==> src/rtl/serial_detect_ctrl.sv <==
// Serial sequence-detector sequencer: latches a word, clears the detector, shifts the word MSB-first
// and reports how many cycles the detector raised Z. Optional abort port under `SDC_ABORT_EN`.
module serial_detect_ctrl #(
  parameter int WORD_W = 8,
  parameter int CNT_W  = 4
) (
  input  logic              clock,
  input  logic              reset_n,
  input  logic              in_valid,
  output logic              in_ready,
  input  logic [WORD_W-1:0] in_word,
  output logic              det_x,
  output logic              det_en,
  output logic              det_clr,
  input  logic              det_z,
  output logic              out_valid,
  input  logic              out_ready,
  output logic [CNT_W-1:0]  out_count,
  output logic              busy
`ifdef SDC_ABORT_EN
  ,input logic              abort
`endif
);

  localparam int IDX_W = (WORD_W > 1) ? $clog2(WORD_W) : 1;

  typedef enum logic [1:0] {IDLE, CLEAR, SHIFT, REPORT} state_t;

  state_t            state, state_nxt;
  logic [WORD_W-1:0] sreg;
  logic [IDX_W-1:0]  idx;
  logic [CNT_W-1:0]  cnt;
  logic              last_bit;
  logic              abort_req;

  assign last_bit = (idx == IDX_W'(WORD_W - 1));

`ifdef SDC_ABORT_EN
  assign abort_req = abort && (state == CLEAR || state == SHIFT);
`else
  assign abort_req = 1'b0;
`endif

  always_ff @(posedge clock or negedge reset_n) begin
    if (!reset_n) state <= IDLE;
    else          state <= state_nxt;
  end

  always_comb begin
    state_nxt = state;
    in_ready  = 1'b0;
    det_clr   = 1'b0;
    det_en    = 1'b0;
    det_x     = 1'b0;
    out_valid = 1'b0;
    busy      = 1'b1;
    case (state)
      IDLE: begin
        in_ready = 1'b1;
        busy     = 1'b0;
        if (in_valid) state_nxt = CLEAR;
      end
      CLEAR: begin
        det_clr   = 1'b1;
        state_nxt = SHIFT;
      end
      SHIFT: begin
        det_en = 1'b1;
        det_x  = sreg[WORD_W-1];
        if (last_bit) state_nxt = REPORT;
      end
      REPORT: begin
        out_valid = 1'b1;
        if (out_ready) state_nxt = IDLE;
      end
      default: state_nxt = IDLE;
    endcase
    if (abort_req) state_nxt = IDLE;
  end

  // Counter is left holding the last report in IDLE; it is zeroed on accept.
  always_ff @(posedge clock or negedge reset_n) begin
    if (!reset_n) begin
      sreg <= '0;
      idx  <= '0;
      cnt  <= '0;
    end else begin
      case (state)
        IDLE: if (in_valid) begin
          sreg <= in_word;
          idx  <= '0;
          cnt  <= '0;
        end
        SHIFT: begin
          sreg <= {sreg[WORD_W-2:0], 1'b0};
          idx  <= idx + IDX_W'(1);
          if (det_z && cnt != '1) cnt <= cnt + CNT_W'(1);
        end
        default: ;
      endcase
      if (abort_req) begin
        idx <= '0;
        cnt <= '0;
      end
    end
  end

  assign out_count = cnt;

endmodule

==> config.mk <==
export PLATFORM = sky130hd
export DESIGN_NAME = serial_detect_ctrl
export DESIGN_NICKNAME = d
export VERILOG_FILES = /design/src/rtl/serial_detect_ctrl.sv
export SDC_FILE = /design/constraint.sdc
export NUM_CORES = 1
export LEC_CHECK = 0
export BUFFER_PORTS_ARGS = -buffer_cell sky130_fd_sc_hd__buf_2
export CAP_MARGIN = 0
export CORE_AREA = 2 2 45 47
export DETAILED_ROUTE_END_ITERATION = 6
export DIE_AREA = 0 0 47 49
export PLACE_DENSITY = 0.89
export REMOVE_ABC_BUFFERS = 1
export SYNTH_ARGS = -nofsm -noshare
export SYNTH_HDL_FRONTEND = slang
export SYNTH_SLANG_ARGS = --single-unit
==> constraint.sdc <==
create_clock -name clock -period 3.2 [get_ports clock]
set_input_delay 0 -clock clock [delete_from_list [all_inputs] [get_ports clock]]
set_output_delay 0 -clock clock [all_outputs]
set_load 0.01 [all_outputs]
# Word-level counts from Yosys, hierarchy flattened
# Index checks and enable logic that the tools add are counted.
[totals]
register_bits = 17
inputBits = 13
out_inout_bits = 10
word_cells = 38
[classes]
add_sub_neg = 2
n_eq_ne = 9
mux = 17
n_reduce_logical = 6
[op_table]
columns = ["op", "n"]
rows = [
  ["8-bit case mux with 2 select lines", 1],
  ["4-bit 2-to-1 mux", 2],
  ["8-bit 2-to-1 mux", 1],
  ["2-bit inequality test, second input constant", 4],
  ["2-bit case mux with 4 select lines", 1],
  ["4-bit case mux with 2 select lines", 1],
  ["1-bit 2-to-1 mux", 6],
  ["2-bit 2-to-1 mux", 3],
  ["3-bit case mux with 2 select lines", 1],
  ["3-bit AND reduction", 2],
  ["4-bit by 1-bit adder with 4-bit output, second input constant", 1],
  ["2-bit == test, second input constant", 2],
  ["4-bit inequality test, second input constant", 1],
  ["3-bit by 1-bit adder with 3-bit output, second input constant", 1],
  ["3-bit == test, second input constant", 1],
  ["3-bit 2-to-1 mux", 1],
  ["2-bit by 1-bit == test with 1-bit output, second input constant", 1],
  ["2-bit zero test", 1],
  ["2-bit AND reduction", 1],
  ["2-bit nonzero test", 1],
  ["1-bit logical AND", 1],
]

# Depth between registers and ports, before layout
[depth]
ltp_word = 4
mapped_depth = 6
ltp_nobuf = 5

# Worst setup path after synthesis
# OpenSTA, ideal clock, no wires.
[synth_path]
kind = "register to register"
startpoint = "register state[0]"
endpoint = "register state[1]"
setup_time_ns = 0.125
t_arrival_ns = 1.498
required_ns = 3.075
slack_ns = 1.577
stages_incl_launch_ff = 6
n_path_buf = 0
synth_period_minus_slack_ns = 1.623
path_cell_list = "dfrtp_1 inv_1 ha_1 and2b_1 a221oi_4 mux2_2"
[synth_between]
elab_chain_len = 3
word_cells_on_any_way = 9
classes_between = "eq/ne (6); mux (1); reduce/logical (2)"
[synth_lines]
columns = ["element", "line", "text"]
rows = [
  ["start: declaration", "29", "state_t state, state_nxt;"],
  ["start signal: assignment", "46", "else state <= state_nxt;"],
  ["2-bit == test or 2-bit zero test (tied branches)", "57", "case (state)"],
  ["2-bit inequality test (no line)", "--", ""],
  ["3-bit AND reduction (no line)", "--", ""],
]
# Parallel ways exist; a longest one is shown, timed or not.
# A chain may end at the register's enable or synchronous reset.

# Worst setup path in the final report
[layout_path]
startpoint = "register state[0]"
endpoint = "register cnt[0], in the netlist out_count[0]"
[layout_between]
elab_chain_len = 3
word_cells_on_any_way = 7
classes_between = "eq/ne (3); mux (1); reduce/logical (3)"
[layout_lines]
columns = ["element", "line", "text"]
rows = [
  ["2-bit == test or 2-bit zero test (tied branches)", "88", "case (state)"],
  ["2-bit inequality test (no line) or 2-bit nonzero test (tied branches)", "--", ""],
  ["3-bit AND reduction (no line)", "--", ""],
  ["end signal: assignment", "97", "if (det_z && cnt != '1) cnt <= cnt + CNT_W'(1);"],
  ["end: declaration", "32", "logic [CNT_W-1:0] cnt;"],
]
# Parallel ways exist; a longest one is shown, timed or not.

==> flow_summary.yaml <==
run_status:
  status: "finished, final reports clean"
logic_synthesis:
  synth.distinct_cells: 28
  synth.area.top_cells: "dfrtp_1 44%, ha_1 10%, mux2i_1 8.3%"
  ys_seq_area_share_pct: 44.0
  postSynthAreaPerCell_um2: 10.5
  synth.largest_area_cell: "dfrtp_1"
  ys_seq_elements: 17
  ys.flop_type: "dfrtp_1"
  syn_area_um2: 966
  synth.top_cell.area_share_pct: 44.0
  netlist_instances: 92
  async_flop_share_pct: 100
  synth-edff-count: 0
  ys.warnings.count: 0
placement:
  place_congestion: 0.747
  place_area_um2: 1100
  dp_hpwl_um: 1300
  io_buffer_count: 22
  pre_cts_ws_ps: 1310
global_routing:
  grt_pass1_vias: 764
  grt_pass1_wl_um: 3180
  grt-ovfl-total: 0
  grt_max_degree: 23
  antenna_found_initial: 0
  grt_usage_pct: 19.3
floorplanning:
  die_w_um: 47
  core_um2: 1840
  die_y_um: 49
  io_pins: 23
  start_util_pct: 52.4
  die_area_um2: 2300
  core.rowCount: 16
worst_setup_path:
  arrival_ps: 2090
  cp-end-kind: "flop"
  required_ps: 3390
  criticalPathCategory: "reg2reg"
  rrSetupSlack_ps: 1290
  path_max_fanout: 22
  rr_worst_depth: 6
  worst_r2r_endpoint: "out_count[0]"
  path_cells: "inv_1 > ha_1 > buf_4 > mux2i_2 > nor3b_1 > a221o_1"
  cp_slowest_cell: "mux2i_2"
  cpPeakStageDelay_ps: 460
  r2r_start: "state[0]"
  startpoint_type: "flop"
hold_path:
  hold_end: "out_count[2]"
  min-delay-start: "det_z"
  hold_depth: 3
  hold_class: "in2reg"
detailed_routing:
  first_iter_violations: 13
  routedWlPerCell_um: 12.8
  ant_nets: 0
  firstDrtPassIters: 4
  via_per_inst: 5.34
  vias: 790
  drc: 0
  wl_um: 1890
cts:
  cts_hold_buf: 5
  cts_tree: "built"
  clock_latency_ps: 290
  cts.repair.resized: 0
  cts_buffers: 3
  cts_setup_buffers: 0
  cts.sinks: 17
  clkTransAtPathRegs_ps: 100
  cts_buffer_depth: 2
  h-tree-depth: 1
  clockRootBuffer: "clkbuf_4"
flow_run:
  cap_violations: 0
pwr:
  p_switching_w: 0.000412
  cellPowerDensity_nw_per_um2: 855
  switching_share_pct: 41.1
  power_frac_seq_pct: 36.4
  combPwrFrac_pct: 52.1
  clkPwrFrac_pct: 11.5
  vdd_drop_max_uv: 657
  leakagePower_nw: 0.581
  p_int_w: 0.000591
sta:
  tightest_slew_ps: 518
  clock.fmax_ghz: 0.524
  skew_ps: 2.77
  hold_viol_final: 0
  setup_viol: 0
  maxSlewViolCount: 0
  setup_slack_ps: 1290
  fin_hold_ws_ps: 17.7
  slew_headroom_pct: 64.8
  setup_tns_ps: 0
  timing.final.crit_share_pct: 59.6
  finalCriticalPeriod_ps: 1910
  rsz0062_at_grt: "false"
cells_and_area:
  syn_to_final_growth_pct: 21.4
  final_cell_mix: "22 x buf_2, 17 x dfrtp_1, 12 x nand2_1"
  drive_gt1_share_pct: 24.8
  final_common_cell: "buf_2"
  design_area_um2: 1170
  fin_nets: 143
  final_core_util_pct: 63.7
  n_antenna_cell: 0
[flip-flops by register name, summed over array words and instances, names as in the netlist]
register and count:
sreg 8, out_count 4, idx 3, state 2
[power groups by stage]
| stage | clock network (W) | registers [W] | logic, W |
|---|---|---|---|
| 2_1_floorplan | 0 | 0.000356 | 0.000378 |
| 4_1_cts | 0.000119 | 0.000364 | 0.000526 |
| 5_1_grt | 0.000130 | 0.000376 | 0.000591 |
| 3_3_place_gp | 0 | 0.000359 | 0.000487 |
| 6_report | 0.000115 | 0.000365 | 0.000522 |
| 3_5_place_dp | 0 | 0.000368 | 0.000518 |
[cell type report]
cell class                 count  area, µm²
tap                           27       33.8
inverter                       7       26.3
fill                         163        669
clock buffer                   4       26.3
sequential                    17        425
multi-input combinational     64        485
timing repair buffer          29        175
[metrics by stage]
stage               total power, W  std cells
global route               0.00110        148
floorplan                 0.000735         88
global placement          0.000846        139
detailed placement        0.000886        139
CTS                        0.00101        148
finish                     0.00100        148
[cell families (layout without fill, tap and decap cells)]
kind of cell	after synthesis	after routing	synth area share, %
simple gates	24	24	12.7
compound gates	22	22	16.3
flops	17	17	44.0
buf+inv	11	40	5.70
mux	10	10	10.9
fa+ha+maj	8	8	10.4
[synth_stat cells (2+ instances only)]
library cell	instances
a32o_1	2
buf_2	2
a221o_1	2
ha_1	8
and3_1	2
inv_1	7
mux2i_1	8
nand2_1	12
and2_1	2
o21ai_0	9
a21oi_1	5
dfrtp_1	17
[how the worst max path moves through the flow]
stage	slack, ps	cells after the start	startpoint	end
6_report	1290	6	state[0]	out_count[0]
5_1_grt	1120	5	state[0]	out_count[0]
4_1_cts	1280	6	state[0]	out_count[0]
3_5_place_dp	1310	6	state[0]	out_count[0]
3_3_place_gp	1400	6	state[0]	out_count[0]
2_1_floorplan	1030	5	state[0]	out_count[0]
[critical path: cells and delay by family (launching register included)]
kind / cells / cell delay, ps
adders and majority gates: 1 / 200
AOI/OAI and AO/OA: 1 / 330
muxes: 1 / 460
buffers and inverters: 2 / 320
DFF: 1 / 390
and+or+nand+nor: 1 / 110
[layer usage]
layer | up-vias | GRT usage, % | routed length [µm] | share of wire, %
met1 | 383 | 22.9 | 796 | 42
li1 | 382 | - | - | -
met4 | 0 | 6.94 | 19 | 1.0
met2 | 23 | 31.3 | 962 | 51
met3 | 2 | 6.67 | 109 | 5.8
met5 | - | 0 | 0 | 0
(Power assumes the default switching activity.)
